--- src/rtl/exception_sequencer_if.sv ---
// Request/commit bundle between the pipeline, the trap sequencer, CP0 and the PC register.
interface exception_sequencer_if;
  logic        req_syscall;
  logic        req_break;
  logic        req_teq;
  logic        irq_in;
  logic        req_eret;
  logic [31:0] req_pc;
  logic [31:0] status_in;
  logic [31:0] epc_in;
  logic        cp0_exception;
  logic        cp0_eret;
  logic [4:0]  cp0_cause;
  logic [31:0] cp0_pc;
  logic        pipe_stall;
  logic        pipe_flush;
  logic        pc_load;
  logic [31:0] pc_target;
  logic        busy;

  modport master (
    output req_syscall, req_break, req_teq, irq_in, req_eret, req_pc, status_in, epc_in,
    input  cp0_exception, cp0_eret, cp0_cause, cp0_pc, pipe_stall, pipe_flush,
           pc_load, pc_target, busy
  );

  modport slave (
    input  req_syscall, req_break, req_teq, irq_in, req_eret, req_pc, status_in, epc_in,
    output cp0_exception, cp0_eret, cp0_cause, cp0_pc, pipe_stall, pipe_flush,
           pc_load, pc_target, busy
  );
endinterface

--- src/rtl/exception_sequencer.sv ---
// Fixed-priority trap arbiter that sequences exception/ERET commits into CP0,
// stalls and flushes the pipeline, and redirects the PC.
module exception_sequencer #(
  parameter int unsigned FLUSH_CYCLES = 2,
  parameter logic [31:0] EXC_VECTOR   = 32'h0040_0004
) (
  input logic                  clk_in,
  input logic                  reset_in,
  exception_sequencer_if.slave seq_if
);

  typedef enum logic [2:0] {IDLE, COMMIT, FLUSH, REDIRECT, ERET} state_e;

  localparam logic [3:0] FlushInit = 4'(FLUSH_CYCLES - 1);

  state_e      state_q, state_d;
  logic [3:0]  cnt_q, cnt_d;
  logic [4:0]  cause_q, cause_d;
  logic [31:0] pc_q, pc_d;

  logic        exc_o, eret_o, stall_o, flush_o, load_o;
  logic [4:0]  cause_o;
  logic [31:0] epc_o, target_o;

  logic        gie, en_sys, en_brk, en_teq, en_irq;
  logic        unused_status;

  assign gie    = seq_if.status_in[0];
  assign en_sys = gie & seq_if.status_in[1] & seq_if.req_syscall;
  assign en_brk = gie & seq_if.status_in[2] & seq_if.req_break;
  assign en_teq = gie & seq_if.status_in[3] & seq_if.req_teq;
  assign en_irq = gie & seq_if.status_in[4] & seq_if.irq_in;
  assign unused_status = ^seq_if.status_in[31:5];

  always_ff @(posedge clk_in or posedge reset_in) begin
    if (reset_in) begin
      state_q <= IDLE;
      cnt_q   <= '0;
      cause_q <= '0;
      pc_q    <= '0;
    end else begin
      state_q <= state_d;
      cnt_q   <= cnt_d;
      cause_q <= cause_d;
      pc_q    <= pc_d;
    end
  end

  always_comb begin
    state_d  = state_q;
    cnt_d    = cnt_q;
    cause_d  = cause_q;
    pc_d     = pc_q;
    exc_o    = 1'b0;
    eret_o   = 1'b0;
    stall_o  = 1'b0;
    flush_o  = 1'b0;
    load_o   = 1'b0;
    cause_o  = '0;
    epc_o    = '0;
    target_o = '0;
    case (state_q)
      IDLE: begin
        // Arbitration order doubles as priority: the first eligible source wins.
        if (en_sys) begin
          state_d = COMMIT; cause_d = 5'd8;  pc_d = seq_if.req_pc;
        end else if (en_brk) begin
          state_d = COMMIT; cause_d = 5'd9;  pc_d = seq_if.req_pc;
        end else if (en_teq) begin
          state_d = COMMIT; cause_d = 5'd13; pc_d = seq_if.req_pc;
        end else if (en_irq) begin
          state_d = COMMIT; cause_d = 5'd0;  pc_d = seq_if.req_pc;
        end else if (seq_if.req_eret) begin
          state_d = ERET;
        end
      end
      COMMIT: begin
        exc_o   = 1'b1;
        stall_o = 1'b1;
        flush_o = 1'b1;
        cause_o = cause_q;
        epc_o   = pc_q;
        cnt_d   = FlushInit;
        state_d = FLUSH;
      end
      FLUSH: begin
        stall_o = 1'b1;
        if (cnt_q == 4'd0) state_d = REDIRECT;
        else               cnt_d   = cnt_q - 4'd1;
      end
      REDIRECT: begin
        stall_o  = 1'b1;
        load_o   = 1'b1;
        target_o = EXC_VECTOR;
        state_d  = IDLE;
      end
      ERET: begin
        eret_o   = 1'b1;
        load_o   = 1'b1;
        stall_o  = 1'b1;
        flush_o  = 1'b1;
        target_o = seq_if.epc_in;
        state_d  = IDLE;
      end
      default: state_d = IDLE;
    endcase
  end

  assign seq_if.cp0_exception = exc_o;
  assign seq_if.cp0_eret      = eret_o;
  assign seq_if.cp0_cause     = cause_o;
  assign seq_if.cp0_pc        = epc_o;
  assign seq_if.pipe_stall    = stall_o;
  assign seq_if.pipe_flush    = flush_o;
  assign seq_if.pc_load       = load_o;
  assign seq_if.pc_target     = target_o;
  assign seq_if.busy          = (state_q != IDLE);

endmodule

--- src/flat_wrapper.sv ---
// flat-port wrapper written by rule: the top's interface ports become plain ports
module exception_sequencer_flat 
#(
  parameter int unsigned FLUSH_CYCLES = 2,
  parameter logic [31:0] EXC_VECTOR   = 32'h0040_0004
)
  (clk_in, reset_in, seq_if_req_syscall, seq_if_req_break, seq_if_req_teq, seq_if_irq_in, seq_if_req_eret, seq_if_req_pc, seq_if_status_in, seq_if_epc_in, seq_if_cp0_exception, seq_if_cp0_eret, seq_if_cp0_cause, seq_if_cp0_pc, seq_if_pipe_stall, seq_if_pipe_flush, seq_if_pc_load, seq_if_pc_target, seq_if_busy);
  exception_sequencer_if seq_if_i ();
  input logic clk_in;
  input logic reset_in;
  input wire logic [$bits(seq_if_i.req_syscall)-1:0] seq_if_req_syscall;
  input wire logic [$bits(seq_if_i.req_break)-1:0] seq_if_req_break;
  input wire logic [$bits(seq_if_i.req_teq)-1:0] seq_if_req_teq;
  input wire logic [$bits(seq_if_i.irq_in)-1:0] seq_if_irq_in;
  input wire logic [$bits(seq_if_i.req_eret)-1:0] seq_if_req_eret;
  input wire logic [$bits(seq_if_i.req_pc)-1:0] seq_if_req_pc;
  input wire logic [$bits(seq_if_i.status_in)-1:0] seq_if_status_in;
  input wire logic [$bits(seq_if_i.epc_in)-1:0] seq_if_epc_in;
  output wire logic [$bits(seq_if_i.cp0_exception)-1:0] seq_if_cp0_exception;
  output wire logic [$bits(seq_if_i.cp0_eret)-1:0] seq_if_cp0_eret;
  output wire logic [$bits(seq_if_i.cp0_cause)-1:0] seq_if_cp0_cause;
  output wire logic [$bits(seq_if_i.cp0_pc)-1:0] seq_if_cp0_pc;
  output wire logic [$bits(seq_if_i.pipe_stall)-1:0] seq_if_pipe_stall;
  output wire logic [$bits(seq_if_i.pipe_flush)-1:0] seq_if_pipe_flush;
  output wire logic [$bits(seq_if_i.pc_load)-1:0] seq_if_pc_load;
  output wire logic [$bits(seq_if_i.pc_target)-1:0] seq_if_pc_target;
  output wire logic [$bits(seq_if_i.busy)-1:0] seq_if_busy;
  assign seq_if_i.req_syscall = seq_if_req_syscall;
  assign seq_if_i.req_break = seq_if_req_break;
  assign seq_if_i.req_teq = seq_if_req_teq;
  assign seq_if_i.irq_in = seq_if_irq_in;
  assign seq_if_i.req_eret = seq_if_req_eret;
  assign seq_if_i.req_pc = seq_if_req_pc;
  assign seq_if_i.status_in = seq_if_status_in;
  assign seq_if_i.epc_in = seq_if_epc_in;
  assign seq_if_cp0_exception = seq_if_i.cp0_exception;
  assign seq_if_cp0_eret = seq_if_i.cp0_eret;
  assign seq_if_cp0_cause = seq_if_i.cp0_cause;
  assign seq_if_cp0_pc = seq_if_i.cp0_pc;
  assign seq_if_pipe_stall = seq_if_i.pipe_stall;
  assign seq_if_pipe_flush = seq_if_i.pipe_flush;
  assign seq_if_pc_load = seq_if_i.pc_load;
  assign seq_if_pc_target = seq_if_i.pc_target;
  assign seq_if_busy = seq_if_i.busy;
  exception_sequencer #(.FLUSH_CYCLES(FLUSH_CYCLES), .EXC_VECTOR(EXC_VECTOR)) u_core (.clk_in(clk_in), .reset_in(reset_in), .seq_if(seq_if_i));
endmodule
--- config.mk ---
export PLATFORM = sky130hd
export DESIGN_NAME = exception_sequencer_flat
export DESIGN_NICKNAME = d
export VERILOG_FILES = /design/src/rtl/exception_sequencer_if.sv /design/src/rtl/exception_sequencer.sv /design/src/flat_wrapper.sv
export SDC_FILE = /design/constraint.sdc
export NUM_CORES = 1
export LEC_CHECK = 0
export CORE_MARGIN = 2
export CORE_UTILIZATION = 31
export CTS_CLUSTER_SIZE = 12
export DETAILED_ROUTE_END_ITERATION = 16
export PLACE_DENSITY = 0.86
export SLEW_MARGIN = 20
export SYNTH_ARGS = -nofsm -noshare
export SYNTH_HDL_FRONTEND = slang
export SYNTH_SLANG_ARGS = --single-unit
--- constraint.sdc ---
create_clock -name clk_in -period 1.9 [get_ports clk_in]
set_input_delay 0.475 -clock clk_in [delete_from_list [all_inputs] [get_ports clk_in]]
set_output_delay 0.475 -clock clk_in [all_outputs]
set_load 0.02 [all_outputs]
==> results of run 1 <==
[stage by stage]
step / TNS (ns) / worst slack (ns) / power [mW] / hold slack (ns) / instance area, um^2
3_3_place_gp: -26.78 / -0.4214 / 4.430 / 0.4794 / 4106
3_5_place_dp: -28.05 / -0.4569 / 4.538 / 0.4839 / 4106
6_report: -11.21 / -0.1835 / 6.416 / 0.5180 / 4959
2_1_floorplan: 0 / 0.0007804 / 3.311 / 0.4640 / 2395
4_1_cts: -9.988 / -0.1668 / 6.101 / 0.5106 / 4786
5_1_grt: -17.36 / -0.2474 / 6.769 / 0.5293 / 4959
[power groups by stage]
stage	sequential [mW]	clock (mW)	combinational (mW)
global route	1.69	0.776	4.31
detailed placement	1.59	0	2.95
global placement	1.54	0	2.89
CTS	1.61	0.734	3.76
finish	1.63	0.713	4.07
floorplan	1.48	0	1.83
[timing repair]
action / 4_1_cts / 5_1_grt
endpoints found under the setup margin: 105 / 107
setup buffers: 18 / 7
gates cloned: 9 / 2
gates resized for setup: 523 / 52
pin swaps: 40 / 36
[cells in the final DEF (no fill, tap or decap), types with 2 or more instances in the layout]
| master | instances |
|---|---|
| clkdlybuf4s50_1 | 73 |
| a22oi_1 | 2 |
| inv_1 | 7 |
| buf_6 | 93 |
| o21ai_0 | 3 |
| and2_4 | 65 |
| a211oi_1 | 2 |
| a31o_2 | 2 |
| buf_12 | 5 |
| nor3b_1 | 2 |
| nand2_2 | 6 |
| ha_1 | 2 |
| conb_1 | 2 |
| nor2_1 | 3 |
| clkbuf_8 | 5 |
| buf_8 | 4 |
| mux2_4 | 32 |
| dfrtp_2 | 3 |
| dfrtp_1 | 39 |
| buf_4 | 25 |
[state kept, by name, indices dropped and copies added, names as in the netlist]
name            count
u_core.cause_q      3
u_core.cnt_q        4
u_core.pc_q        32
u_core.state_q      3
[layout make-up]
class | instances | share of cell area [%]
Timing Repair Buffer | 204 | 43.91
Multi-Input combinational cell | 145 | 29.32
Sequential cell | 42 | 21.27
Clock inverter | 3 | 0.8832
Inverter | 9 | 0.7318
Tap cell | 99 | 2.498
Clock buffer | 5 | 1.388
[cell usage after synthesis, drive strengths merged, types with 2 or more instances]
library cell and count:
nor2 4, clkbuf 8, buf 7, or4b 2, and2 65, a211oi 2
a22oi 2, ha 2, a31o 2, nor3b 3, mux2 32, a21oi 2
xnor2 2, inv 9, nand2 8, dfrtp 42, o21ai 4
[worst min path at each step]
stage / endpoint / slack [ns]
finish: u_core.pc_q[9] / 0.52
global route: u_core.pc_q[24] / 0.53
CTS: u_core.pc_q[10] / 0.51
detailed placement: u_core.pc_q[6] / 0.48
global placement: u_core.cause_q[3] / 0.48
floorplan: u_core.cause_q[3] / 0.46
[metal layers]
layer	global-route usage [%]	share of wire (%)
met1	20.82	37
met5	0	0
met4	4.672	1.5
met2	37.13	55
met3	4.684	6.6
[logic make-up after synthesis]
group                      Yosys count
DFF                                 42
muxes                               33
AOI/OAI and AO/OA                   17
and+or+nand+nor                     89
buffers and inverters               24
other                                1
adders and majority gates            2
xor gates and xnor gates             2
==> out/metrics.yaml, run 1 <==
layout-drive-gt1-share_pct: 63.73
drt_iter0_markers: 40
port_buffers: 148
multi_input_area_um2: 1454
wire_per_inst_um: 17.16
fin_skew_ns: 0.003159
crit_path_max_fanout: 5
regArea_um2: 1055
stdcell_count: 507
grt_max_degree: 43
ant_nets: 0
viasPerCell: 4.702
cts_tree: "built"
seq_area_frac_synth_pct: 44.09
reg2regPathDepth: 6
critPathRequiredTime_ns: 1.42
path_buf_inv: 4
drc: 0
slew_viol_final: 0
pwr-share-comb_pct: 63.4
syn_area_per_cell_um2: 11.35
p_switching_mw: 2.221
gr-usage-all-layers_pct: 19.23
cts_made_buffers: 5
yosys_register_bits: 42
nets: 512
cp.depth: 7
p_int_mw: 4.195
synth_cell_types: 36
seq_power_share_pct: 25.5
synth_largest_area_cell: "dfrtp_1"
cp_top_family: "flip-flops"
swShare_pct: 34.62
place_congestion: 0.7212
grt_pass1_vias: 2553
hold_path.startpoint: "u_core.pc_q[9]"
h-tree-depth: 2
drv_cap: 0
grt_first_pass_wirelength_mm: 12.75
wl_mm: 8.700
die_w_um: 91.69
synthCells: 210
fillCellCount: 491
synth_edf_count: 0
arrival_ns: 1.61
hp-class: "reg2reg"
yosys.area_share.xor_xnor_pct: 0.7349
clock_path_buffers: 2
critPathMostFrequentCell: "buf_6"
start_kind: "register"
startpoint: "u_core.state_q[1]"
r2r-start: "u_core.state_q[0]"
core-area_um2: 7331
syn-cell-area_um2: 2384
p_per_area_nw_per_um2: 1294
synthMuxAreaShare_pct: 19.95
rows: 31
setup_viol: 101
die_h_um: 91.69
status: "complete, but fails checks"
violations: "setup timing"
clkSlewWorstSetupHoldPaths_ns: 0.08
crit_type: "reg2out"
dr.pass1.iters: 4
clock_latency_ns: 0.29
grt_remaining_overflow: 0
slowest_delay_ns: 0.46
synth_ff_type: "dfrtp_1"
dpl.hpwl_mm: 4.968
synth_top_family_by_area: "simple AND/OR/NAND/NOR gates"
min_path_cells: 1
die-area_um2: 8406
rsz0062_at_grt: "yes"
power_leakage_nw: 2.343
hold_violations: 0
clock-sinks: 42
start_util_pct: 32.51
synth_top_area_share_pct: 44.09
synth_compound_area_share_pct: 5.617
fin_ws_ns: -0.1835
async_flop_share_pct: 100.0
path_cells: "nor2_4 > nand2_2 > inv_4 > buf_6 > buf_6 > and2_4 > buf_6"
power_frac_clock_pct: 11.1
ios: 178
finalCritPeriodShare_pct: 109.7
critPathCapture: "seq_if_pc_target[26]"
n_antenna_cell: 0
peakVddDrop_v: 0.001064
dp.cells: 466
antenna_found_initial: 0
synth_warnings: 0
final_util_pct: 67.64
yosys.area_share.simple_pct: 22.99
crit_slowest_cell: "dfrtp_2"
max_freq_mhz: 480.0
via_count: 2384
timing.rr.end: "u_core.pc_q[26]"
area_growth_syn_to_layout_pct: 108.0
ctsHoldBuffers: 0
root_buffer: "clkbuf_8"
min_period_ns: 2.084
synthAdderAreaFrac_pct: 1.050
rrSetupSlack_ns: -0.11
endpoint_kind: "output port"
synth_area_leaders: "dfrtp_1 (44%), mux2_4 (18%), and2_1 (17%), buf_6 (1.9%), mux2_2 (1.9%)"
Power figures use the tool's default switching activity.
==> run 2: changes to the inputs <==
--- a/config.mk
+++ b/config.mk
@@ -10,7 +10,6 @@
 export CTS_CLUSTER_SIZE = 12
 export DETAILED_ROUTE_END_ITERATION = 16
 export PLACE_DENSITY = 0.86
-export SLEW_MARGIN = 20
 export SYNTH_ARGS = -nofsm -noshare
 export SYNTH_HDL_FRONTEND = slang
 export SYNTH_SLANG_ARGS = --single-unit
==> constraint.sdc (replaced) <==
create_clock -name clk_in -period 1.91 [get_ports clk_in]
set_input_delay 0.4775 -clock clk_in [delete_from_list [all_inputs] [get_ports clk_in]]
set_output_delay 0.4775 -clock clk_in [all_outputs]
set_load 0.02 [all_outputs]
==> run 2 against run 1 <==
Final cell count decreased by 4.1%. Critical endpoint is now u_core.pc_q[6]. Clock power fell by 15%. Global-route usage fell by 2.3 points. Non-clock buffer count is 21 lower. Hold slack got worse by 0.011 ns. Combinational power down 17%. Via count shrank 8.4%. The flow still finishes with violations (setup timing). Critical path type is now reg2reg. Setup slack worse by 0.026 ns. First-iteration DRC count up 7.5%. Cell area fell by 11%.
==> out/metrics.yaml, run 2 (synthesized netlist as in run 1, its figures left out) <==
fin_skew_ns: 0.007524  # +0.004365 ns
h-tree-depth: 2  # unchanged
violations: "setup timing"
critPathRequiredTime_ns: 2.09  # +0.67 ns
layout-drive-gt1-share_pct: 45.74  # -18 points
dp.cells: 464  # -0.43%
die-area_um2: 8406  # unchanged
reg_top3: "u_core.pc_q: 32 flops, u_core.cnt_q: 4 flops"
setup_viol: 104  # +3.0%
hold_path.startpoint: "u_core.pc_q[8]"
die_w_um: 91.69  # unchanged
area_growth_syn_to_layout_pct: 84.57
status: "complete, but fails checks"
gr-usage-all-layers_pct: 16.97  # -2.3 points
wl_mm: 7.346  # -16%
viasPerCell: 4.492  # -4.5%
antenna_found_initial: 0  # unchanged
ctsHoldBuffers: 0  # unchanged
via_count: 2183  # -8.4%
dpl.hpwl_mm: 4.975  # +0.14%
grt_pass1_vias: 2323  # -9.0%
nets: 491  # -4.1%
drt_iter0_markers: 43  # +7.5%
ios: 178  # unchanged
hold_end: "u_core.pc_q[8]"
port_buffers: 148  # unchanged
min_period_ns: 2.119
critPathMostFrequentCell: "buf_6"
slew_viol_final: 0  # unchanged
timing.rr.end: "u_core.pc_q[6]"
crit_type: "reg2reg"
hp-class: "reg2reg"
drv_cap: 0  # unchanged
start_util_pct: 32.51  # unchanged
clock_latency_ns: 0.29  # about the same
r2r-start: "u_core.state_q[2]"
layout_commonest_cell: "clkdlybuf4s50_1"
grt_max_degree: 43  # unchanged
endpoint_kind: "register"
p_per_area_nw_per_um2: 1263  # -2.4%
rrSetupSlack_ns: -0.21  # -0.10 ns
setup_tns_ns: -13.40  # -2.187 ns
arrival_ns: 2.30  # +0.69 ns
rows: 31  # unchanged
crit_slowest_cell: "or4b_4"
ant_nets: 0  # unchanged
power_leakage_nw: 2.088  # -11%
max_freq_mhz: 471.9
core-area_um2: 7331  # unchanged
dr.pass1.iters: 4  # unchanged
grt_remaining_overflow: 0  # unchanged
cts_made_buffers: 5  # unchanged
cts_tree: "built"
final_area_um2: 4399  # -11%
wire_per_inst_um: 15.12  # -12%
fin_ws_ns: -0.2092  # -0.02569 ns
path_cells: "buf_6 > buf_6 > or4b_4 > a21oi_4 > buf_12 > clkbuf_16 > mux2_4"
hold_violations: 0  # unchanged
final_util_pct: 60.01  # -7.6 points
clock_path_buffers: 2  # unchanged
grt_first_pass_wirelength_mm: 11.39  # -11%
clkSlewWorstSetupHoldPaths_ns: 0.08  # about the same
place_congestion: 0.7942  # +10%
start_kind: "register"
root_buffer: "clkbuf_8"
n_antenna_cell: 0  # unchanged
peakVddDrop_v: 0.0007649  # -28%
largest_register: "u_core.pc_q"
die_h_um: 91.69  # unchanged
reg2regPathDepth: 7  # +1
finalCritPeriodShare_pct: 111.0
largest_register_ffs: 32  # unchanged
stdcell_count: 486  # -4.1%
min_path_cells: 1  # unchanged
drc: 0  # unchanged
clock-sinks: 42  # unchanged
slowest_delay_ns: 0.56  # +0.10 ns
rsz0062_at_grt: "yes"
crit_path_max_fanout: 7  # +2
final_cell_mix: "clkdlybuf4s50_1 (75), buf_4 (61), and2_1 (53), dfrtp_1 (40), mux2_4 (32)"
placed_area_um2: 4116  # +0.24%
-- run 2: per-layer routing --
| layer | routed length (um) | track usage (%) | vias up |
|---|---|---|---|
| li1 | - | - | 1045 |
| met2 | 3864 | 30.02 | 99 |
| met4 | 36 | 3.662 | 0 |
| met5 | 0 | 0 | - |
| met1 | 3009 | 20.80 | 1035 |
| met3 | 435 | 4.273 | 4 |
-- run 2: worst max-delay path: cells and delay by family (launching register included) --
kind                   cells  cell delay [ns]
AO/OA/AOI/OAI              1             0.16
buffers and inverters      4             0.56
flip-flops                 1             0.43
AND/OR/NAND/NOR            1             0.56
multiplexers               1             0.30
-- run 2: layout make-up --
cell class | instances | area, um^2
clock buffers | 7 | 86.33
clock inverters | 1 | 8.758
fillers | 604 | 2932
inverters | 9 | 33.78
multi-input cells | 145 | 1290
flip-flops and latches | 42 | 1054
well taps | 99 | 123.9
repair buffers | 183 | 1803
-- run 2: how the worst max path moves through the flow --
stage | from | endpoint | slack (ns) | cells past startpoint
global placement | seq_if_status_in[0] | u_core.pc_q[20] | -0.43 | 5
global route | u_core.state_q[2] | u_core.pc_q[4] | -0.25 | 7
detailed placement | seq_if_status_in[0] | u_core.pc_q[22] | -0.50 | 5
CTS | u_core.state_q[2] | u_core.pc_q[26] | -0.19 | 7
finish | u_core.state_q[2] | u_core.pc_q[6] | -0.21 | 7
floorplan | u_core.state_q[0] | u_core.pc_q[10] | 0.005 | 5
-- run 2: through the flow --
step | setup slack (ns) | hold WS, ns | total power [mW]
5_1_grt | -0.2483 | 0.5200 | 5.894
2_1_floorplan | 0.005240 | 0.4640 | 3.294
4_1_cts | -0.1939 | 0.5091 | 5.356
3_3_place_gp | -0.4346 | 0.4787 | 4.424
6_report | -0.2092 | 0.5073 | 5.556
3_5_place_dp | -0.4968 | 0.4838 | 4.510
-- run 2: what timing repair did --
item / in CTS / in global routing
setup buffers: 7 / 4
pin swaps: 2 / 6
gates cloned: 3 / 1
setup endpoints to repair: 103 / 107
gates resized for setup: 372 / 51
-- run 2: where the power goes --
| part | internal, mW | switching [mW] | total, mW |
|---|---|---|---|
| Clock | 0.299 | 0.307 | 0.606 |
| Sequential | 1.33 | 0.260 | 1.59 |
| Combinational | 1.96 | 1.41 | 3.36 |
==> run 3: changes to the inputs <==
--- a/config.mk
+++ b/config.mk
@@ -5,8 +5,11 @@
 export SDC_FILE = /design/constraint.sdc
 export NUM_CORES = 1
 export LEC_CHECK = 0
+export CAP_MARGIN = 25
+export CELL_PAD_IN_SITES_DETAIL_PLACEMENT = 1
+export CELL_PAD_IN_SITES_GLOBAL_PLACEMENT = 1
 export CORE_MARGIN = 2
-export CORE_UTILIZATION = 31
+export CORE_UTILIZATION = 22
 export CTS_CLUSTER_SIZE = 12
 export DETAILED_ROUTE_END_ITERATION = 16
 export PLACE_DENSITY = 0.86
==> run 3 against run 2 <==
The flow still finishes with violations (setup timing). First-iteration DRC count grew 130%. Clock skew is essentially flat. Core utilization shrank 14 points. Final cell count grew 11%. Critical path depth shrank 2. Non-clock buffer count grew 13. Sequential share of layout area shrank 2.5 points. Sequential power is essentially flat. Register-to-register slack gained 0.099 ns. Via count grew 6.2%. Critical path type is now reg2out. Largest power group unchanged.
==> out/metrics.yaml, run 3 (synthesized netlist as in run 1, its figures left out) <==
status: "complete, but fails checks"
violations: "setup timing"
path_cells: "nor3b_4 > buf_6 > buf_12 > and2_1 > buf_6"
root_buffer: "clkbuf_8"
pwr-share-comb_pct: 62.7  # +2.2 points
die-area_um2: 11680  # +39%
start_kind: "register"
wire_per_inst_um: 17.93  # +19%
fin_skew_ns: 0.007986  # +0.0004624 ns
area_growth_syn_to_layout_pct: 106.0
grt_pass1_vias: 2574  # +11%
max_freq_mhz: 490.6  # +4.0%
start_util_pct: 22.28  # -10 points
multi_input_area_um2: 1436  # +11%
peakVddDrop_v: 0.0004223  # -45%
nets: 504  # +2.6%
largest_register_ffs: 32  # unchanged
largest_register: "u_core.pc_q"
place_congestion: 0.7466  # -6.0%
clock_path_buffers: 2  # unchanged
drt_iter0_markers: 99  # +130%
worst_pin_slew_ns: 0.4762
clkSlewWorstSetupHoldPaths_ns: 0.08  # about the same
grt_remaining_overflow: 0  # unchanged
p_per_area_nw_per_um2: 1273  # +0.81%
p_int_mw: 4.038  # +13%
viasPerCell: 4.293  # -4.4%
p_switching_mw: 2.213  # +12%
final_cell_mix: "buf_6 (84), clkdlybuf4s50_1 (74), and2_4 (56), dfrtp_1 (40), mux2_4 (32)"
arrival_ns: 1.56  # -0.74 ns
via_count: 2318  # +6.2%
gr-usage-met1_pct: 17.86  # -2.9 points
slew_viol_final: 0  # unchanged
critPathRequiredTime_ns: 1.43  # -0.66 ns
crit_path_max_fanout: 15  # +8
ios: 178  # unchanged
layout-drive-gt1-share_pct: 60.25  # +15 points
endpoint_kind: "output port"
reg_top3: "u_core.pc_q: 32 flops, u_core.cnt_q: 4 flops"
drv_cap: 0  # unchanged
use_met3_pct: 2.170  # -2.1 points
grt_first_pass_wirelength_mm: 13.94  # +22%
n_antenna_cell: 0  # unchanged
path_buf_inv: 3  # -1
ant_nets: 0  # unchanged
grt_max_degree: 25  # -42%
crit_type: "reg2out"
wl_mm: 9.680  # +32%
drc: 0  # unchanged
relSlewSlack_pct: 67.43
fillCellCount: 1156  # +91%
dpl.hpwl_mm: 6.251  # +26%
grt.busiest_layer: "met2"
h-tree-depth: 2  # unchanged
layout_commonest_cell: "buf_6"
critPathMostFrequentCell: "buf_6"
port_buffers: 148  # unchanged
hold_slack_ns: 0.5105  # +0.003161 ns
rsz0062_at_grt: "yes"
clock_latency_ns: 0.30  # about the same
slowest_delay_ns: 0.46  # -0.10 ns
cts_tree: "built"
core-area_um2: 10700  # +46%
cp_top_family: "flip-flops"
die_h_um: 108.1  # +18%
finalCritPeriodShare_pct: 106.7  # -4.2 points
rrSetupSlack_ns: -0.11  # +0.10 ns
seq_power_share_pct: 25.9  # -2.7 points
power_leakage_nw: 2.275  # +9.0%
swShare_pct: 35.40  # -0.13 points
clock-sinks: 42  # unchanged
regArea_um2: 1054  # unchanged
setup_viol: 98  # -5.8%
hp-class: "reg2reg"
power_frac_clock_pct: 11.4  # +0.5 points
min_period_ns: 2.038  # -0.08089 ns
gr-usage-all-layers_pct: 15.36  # -1.6 points
die_w_um: 108.1  # +18%
fin_ws_ns: -0.1283  # +0.08089 ns
met2_usage_pct: 29.47  # -0.55 points
hold_violations: 0  # unchanged
crit_slowest_cell: "dfrtp_2"
antenna_found_initial: 0  # unchanged
rows: 38  # +23%
cts_made_buffers: 5  # unchanged
total_power_mw: 6.251  # +13%
dr.pass1.iters: 4  # unchanged
==> run 3: cell count changes in the layout (fill, tap and decap cells not counted), moves of 3 or more <==
cell,delta
and2_1,-44
and2_4,+44
buf_12,-3
buf_2,-3
buf_4,-36
buf_6,+53
nand2_1,-7
nand2_2,+4
nand2_4,+3
==> run 3: per-stage QoR <==
| step | setup TNS (ns) | setup slack (ns) | util, % | instances | cell area (um^2) |
|---|---|---|---|---|---|
| after floorplan | 0 | 0.005240 | - | 211 | 2395 |
| after global placement | -26.97 | -0.4124 | 38.94 | 508 | 4165 |
| after detailed placement | -30.93 | -0.4391 | 38.94 | 508 | 4165 |
| after CTS | -8.113 | -0.1213 | 44.12 | 533 | 4720 |
| after global routing | -12.86 | -0.2081 | 45.89 | 540 | 4910 |
| final | -6.297 | -0.1283 | 45.89 | 540 | 4910 |
==> run 3: worst paths after layout <==
check                                  start                  end  depth (start not counted)
max                        u_core.state_q[1]  seq_if_cp0_cause[0]                          5
min in group asynchronous           reset_in      u_core.pc_q[23]                          3
max reg2reg                u_core.state_q[0]      u_core.pc_q[16]                          6
max in group asynchronous           reset_in      u_core.pc_q[29]                          3
min                          u_core.pc_q[29]      u_core.pc_q[29]                          1
min reg2reg                  u_core.pc_q[29]      u_core.pc_q[29]                          1
==> run 3: final cells by class <==
type / instances / share of cell area (%)
clock buffer: 6 / 1.478
clock inverter: 2 / 0.7645
inverter: 9 / 0.8410
multi-input combinational: 145 / 29.26
tap: 140 / 3.568
sequential: 42 / 21.46
timing repair buffer: 196 / 42.64
==> run 3: power by group through the flow <==
stage | clock, mW | combinational (mW) | sequential (mW)
after detailed placement | 0 | 3.00 | 1.57
after floorplan | 0 | 1.82 | 1.48
after global placement | 0 | 2.92 | 1.54
final | 0.713 | 3.92 | 1.62
after global routing | 0.771 | 4.15 | 1.68
after CTS | 0.726 | 3.62 | 1.58
==> run 3: what timing repair did <==
action / CTS / global route
endpoints found under the setup margin: 105 / 108
gates cloned: 6 / 3
setup buffers: 11 / 7
hold buffers: 0 / 0
pin swaps: 35 / 9
gates resized for setup: 509 / 36
==> run 3: routing by layer <==
layer  part of all wire, %  wire length (um)
met5                     0                 0
met1                    38              3677
met4                   2.3               227
met3                   3.6               344
met2                    56              5431
